### src/rtl/alien_shot_scheduler.sv
// Enemy shot scheduler: waits a random number of frames, scans for a living alien column
// starting at a random index, then issues a valid/ready shot request.
// Optional define ALIEN_SHOT_LIMIT_EN caps the number of shots in flight at MAX_SHOTS.
//
// state   | meaning
// IDLE    | no wave in play, outputs cleared
// WAIT    | counting frames down to the next shot
// PICK    | scanning columns for a living alien, one per cycle
// REQUEST | shot request pending until the shot unit accepts it
module alien_shot_scheduler #(
  parameter int N_COLS     = 11,
  parameter int COL_W      = 4,
  parameter int BITS_RND   = 11,
  parameter int MIN_DELAY  = 20,
  parameter int DELAY_SPAN = 32,
  parameter int X_W        = 11,
  parameter int X_ORIGIN   = 40,
  parameter int COL_PITCH  = 48,
  parameter int MAX_SHOTS  = 3
) (
  input  logic                clk,
  input  logic                reset_n,
  input  logic                game_active,
  input  logic                tick_frame,
  input  logic [BITS_RND-1:0] random_in,
  input  logic [N_COLS-1:0]   alive_mask,
  input  logic                shot_ready,
  input  logic                shot_done,
  output logic                shot_valid,
  output logic [COL_W-1:0]    shot_col,
  output logic [X_W-1:0]      shot_x,
  output logic                busy
);

  typedef enum logic [1:0] {IDLE, WAIT, PICK, REQUEST} state_t;

  state_t           state;
  logic [15:0]      delay_cnt;
  logic [COL_W-1:0] idx;
  logic [COL_W-1:0] scan_cnt;
  logic [15:0]      rnd16;
  logic [15:0]      delay_load;
  logic             xfer;
  logic             limit_full;

  assign rnd16      = 16'(random_in);
  assign delay_load = 16'(MIN_DELAY) + (rnd16 % 16'(DELAY_SPAN));
  // The abort takes priority over a same-cycle ready, so no transfer is seen then.
  assign xfer       = (state == REQUEST) && shot_valid && shot_ready && game_active;

`ifdef ALIEN_SHOT_LIMIT_EN
  localparam int OW = $clog2(MAX_SHOTS + 1);
  localparam logic [OW-1:0] MAX_O = OW'(MAX_SHOTS);

  logic [OW-1:0] outstanding;

  always_ff @(posedge clk or negedge reset_n) begin
    if (!reset_n) begin
      outstanding <= '0;
    end else if (!game_active || state == IDLE) begin
      outstanding <= '0;
    end else if (xfer && !shot_done) begin
      if (outstanding != MAX_O) outstanding <= outstanding + 1'b1;
    end else if (shot_done && !xfer) begin
      if (outstanding != '0) outstanding <= outstanding - 1'b1;
    end
  end

  assign limit_full = (outstanding == MAX_O);
`else
  logic unused_limit;
  assign unused_limit = shot_done | (MAX_SHOTS == 0);
  assign limit_full   = 1'b0;
`endif

  always_ff @(posedge clk or negedge reset_n) begin
    if (!reset_n) begin
      state      <= IDLE;
      delay_cnt  <= '0;
      idx        <= '0;
      scan_cnt   <= '0;
      shot_valid <= 1'b0;
      shot_col   <= '0;
      shot_x     <= '0;
      busy       <= 1'b0;
    end else if (!game_active) begin
      state      <= IDLE;
      shot_valid <= 1'b0;
      busy       <= 1'b0;
    end else begin
      case (state)
        IDLE: begin
          state     <= WAIT;
          delay_cnt <= delay_load;
          busy      <= 1'b1;
        end
        WAIT: begin
          if (tick_frame) begin
            if (delay_cnt == 16'd1) begin
              // While the shot limit is reached the count parks at 1.
              if (!limit_full) begin
                state    <= PICK;
                idx      <= COL_W'(rnd16 % 16'(N_COLS));
                scan_cnt <= '0;
              end
            end else begin
              delay_cnt <= delay_cnt - 16'd1;
            end
          end
        end
        PICK: begin
          if (alive_mask[idx]) begin
            state      <= REQUEST;
            shot_col   <= idx;
            shot_x     <= X_W'(16'(X_ORIGIN) + 16'(idx) * 16'(COL_PITCH) + 16'(COL_PITCH / 2));
            shot_valid <= 1'b1;
          end else if (scan_cnt == COL_W'(N_COLS - 1)) begin
            state     <= WAIT;
            delay_cnt <= delay_load;
          end else begin
            idx      <= (idx == COL_W'(N_COLS - 1)) ? '0 : idx + 1'b1;
            scan_cnt <= scan_cnt + 1'b1;
          end
        end
        REQUEST: begin
          if (xfer) begin
            state      <= WAIT;
            shot_valid <= 1'b0;
            delay_cnt  <= delay_load;
          end
        end
        default: begin
          state      <= IDLE;
          shot_valid <= 1'b0;
          busy       <= 1'b0;
        end
      endcase
    end
  end

endmodule
### config.mk
export PLATFORM = sky130hd
export DESIGN_NAME = alien_shot_scheduler
export DESIGN_NICKNAME = d
export VERILOG_FILES = /design/src/rtl/alien_shot_scheduler.sv
export SDC_FILE = /design/constraint.sdc
export NUM_CORES = 1
export LEC_CHECK = 0
export CAP_MARGIN = 20
export CORE_MARGIN = 1.5
export CORE_UTILIZATION = 55
export CTS_CLUSTER_SIZE = 12
export DETAILED_ROUTE_END_ITERATION = 8
export PLACE_DENSITY = 0.74
export SETUP_SLACK_MARGIN = 0.4
export SYNTH_ARGS = -nofsm -noshare
export SYNTH_HDL_FRONTEND = slang
export SYNTH_SLANG_ARGS = --single-unit
### constraint.sdc
create_clock -name clk -period 9.52 [get_ports clk]
set_input_delay 1.428 -clock clk [delete_from_list [all_inputs] [get_ports clk]]
set_output_delay 1.428 -clock clk [all_outputs]
set_load 0.05 [all_outputs]
==> key figures <==
Outcome
  • Status: complete, no violations

Route
  • DRT antenna net count: 0
  • Metal2 WL: 4.709 mm
  • Metal-1 WL: 4.994 mm
  • DRT Pass-1 Iters: 5
  • Total wire length: 10.25 mm
  • Via/cell ratio: 6.302
  • WL/cell: 15.77 um
  • Top layer in use: met4
  • WL met3: 478 um
  • Drt initial violations: 234
  • Post-detailed-route DRC marker count: 0
  • Routed vias: 4096

Critical path
  • Required @ worst endpoint: 9710 ps
  • Worst setup EP type: flip-flop
  • Worst Setup Start Kind: input port
  • Worst Setup Path Type: input port to flip-flop
  • Highest net fanout along the worst path: 16
  • Critical path data arrival time: 8230 ps
  • Worst r2r path cells: 11

STA
  • Crit share post-route: 0.8441
  • Fin. Hold Viols: 0
  • Tightest Pin Transition: 1025 ps
  • Slew headroom: 0.3145
  • Final setup violation count: 0
  • Setup TNS: 0 ps
  • Min Hold Slack: 479.5 ps
  • Final Skew: 7.735 ps
  • Final setup margin: 1484 ps
  • RSZ-0062 raised after global routing: false
  • Fin. max-slew vios: 0
  • Min Tclk post-route: 8036 ps
  • Fmax: 124.4 MHz

Synth
  • Post-synth ARST share: 1.000
  • Yosys warnings: 0
  • Netlist cell types: 88
  • Synth Register Bits: 38
  • Top cells by area, synth: dfrtp_1, ha_1, o21ai_0
  • Synth Instances: 537
  • Post-synth top area share: 0.2254
  • Top_reg_cell synth: dfrtp_1
  • Mapped Area: 4219 um^2
  • Yosys top cell by area: dfrtp_1
  • Avg Cell Area, Syn: 7.857 um^2
  • EDFF count, synth: 0
  • Seq/Total Area, Yosys: 0.2254

Hold path
  • Hold path cells: 1
  • Hold/Removal Path Class: flip-flop to flip-flop

Final layout
  • Fin nets: 600
  • Finished Core Util: 0.6414
  • Sequential Area: 950.9 um^2
  • Share of cells above drive strength 1: 0.07078
  • Layout fillers: 626
  • Area grow syn2layout: 11.45%
  • Count of non-filler cells in the finished layout: 650
  • Most frequent cells in the layout: nand2_1, o21ai_0, nor2_1
  • Antenna fix cells: 0
  • Most common cell after layout, fill and taps aside: nand2_1
  • Area of the multi-input gates: 3007 um^2

Clock tree
  • CTS buffer count: 5
  • CTS tree: built
  • # hold bufs at CTS: 0
  • Post-CTS resize count: 0
  • CTS clock-pin slew for the worst setup and hold paths: 80 ps
  • Worst skew pair latency: 290 ps
  • Post-CTS Setup Bufs: 0
  • CTS Buffer Depth: 2
  • CTS root buf: clkbuf_8
  • Clock Sink Count: 38
  • CTS H-tree lvls: 2

Placed design
  • Placed cell count: 642
  • Pre-CTS WS: 1251 ps
  • Gpl congestion: 0.9357
  • Port Buffers: 39
  • Detailed Place HPWL: 7.596 mm

Global routing
  • Pin count of the biggest net entering global routing: 39
  • Vias in the first global route: 3655
  • Grt total ovfl: 0
  • First-pass GRT wire length: 17.48 mm
  • Initial antenna violation count: 0
  • GRT Total Usage: 0.2529

Floorplan
  • Die width: 90.59 um
  • Die ar.: 8206 um^2
  • Core area: 7331 um^2
  • Num ports: 45
  • Initial Util: 0.5755
  • Die Y: 90.59 um
  • Cell Rows: 31

Power and ir drop
  • Static leakage: 1.883 nW
  • Pwr per Cell Area: 228.7 nW/um^2
  • Worst vdd ir: 0.0001435 V

Run
  • Max cap viols: 0
[layer usage]
layer / vias to the layer above / global-route usage
met5: - / 0
met3: 9 / 0.02862
met2: 111 / 0.3972
met4: 0 / 0.03704
met1: 1942 / 0.3785
li1: 2034 / -
[registers in the layout, indices dropped and copies added, names as in the netlist]
register / cells
idx: 4
shot_x: 6
delay_cnt: 16
busy: 1
scan_cnt: 4
state: 2
shot_col: 4
shot_valid: 1
[worst paths after layout]
kind	start	endpoint	slack, ps
hold / removal	busy	busy	480
min in group asynchronous	reset_n	delay_cnt[13]	1240
setup reg to reg	idx[0]	delay_cnt[11]	5630
hold reg to reg	busy	busy	480
max in group asynchronous	reset_n	idx[2]	7730
setup / recovery	random_in[2]	idx[3]	1480
[cells in the mapped netlist, types with 4 or more instances]
library cell and n:
nand2_1 48, o21ai_0 41, nor2_1 40, dfrtp_1 38
a21oi_1 35, inv_1 22, clkbuf_1 21, ha_1 21
nor3_1 19, nand3_1 15, xnor2_1 14, nand2b_1 11
o21a_1 10, a31oi_1 9, xor2_1 9, buf_2 8
o211ai_1 7, or3_1 7, and2_1 6, buf_4 6
nand4_1 6, nor2b_1 6, a211oi_1 5, a21o_1 5
and3_1 5, mux2_2 5, nand3b_1 5, a311oi_1 4
a31o_2 4, mux2i_1 4, nor4_1 4, o21ai_1 4
o31a_1 4, o32ai_1 4
[critical path: stages]
cell	delay, ps
clkdlybuf4s50_1	810
inv_1	230
ha_1	290
or4b_4	590
nor3_1	310
a2111o_1	220
o21ai_1	120
a32oi_1	710
a311oi_1	240
a211o_1	380
o31ai_4	320
a211o_1	210
a31oi_1	170
xnor2_1	360
inv_1	80
ha_1	240
inv_1	100
o31a_1	180
o21a_1	160
xnor2_1	150
ha_1	200
inv_1	70
a311o_1	250
a32o_1	230
a21o_1	170
[power by group]
group	switching (mW)	internal, mW
Sequential	0.0514	0.204
Combinational	0.387	0.268
Clock	0.0598	0.105
[cells by family (layout without fill, tap and decap cells)]
family / count (synthesis) / in the layout / synth area share
buffers and inverters: 60 / 71 / 0.06465
AND/OR/NAND/NOR: 198 / 198 / 0.2485
AO/OA/AOI/OAI: 182 / 182 / 0.3075
adder cells (fa/ha/maj): 24 / 24 / 0.07177
XOR/XNOR: 23 / 23 / 0.04775
flip-flops: 38 / 38 / 0.2254
other: 1 / 4 / 0.0008888
multiplexers: 11 / 11 / 0.03351
[stage by stage]
step                      power [mW]  area (um^2)
after detailed placement      0.9059         4564
after CTS                      1.074         4702
after floorplan               0.7626         4230
after global routing           1.165         4702
after global placement        0.8901         4564
final                          1.075         4702
[final cells by class]
class                   instances  share of cell area
repair buffers                 41             0.08515
well taps                      99             0.02634
clock inverters                 3             0.01464
multi-input cells             442              0.6394
flip-flops and latches         38              0.2022
inverters                      22             0.01756
clock buffers                   5             0.01464
(Power assumes the default switching activity.)
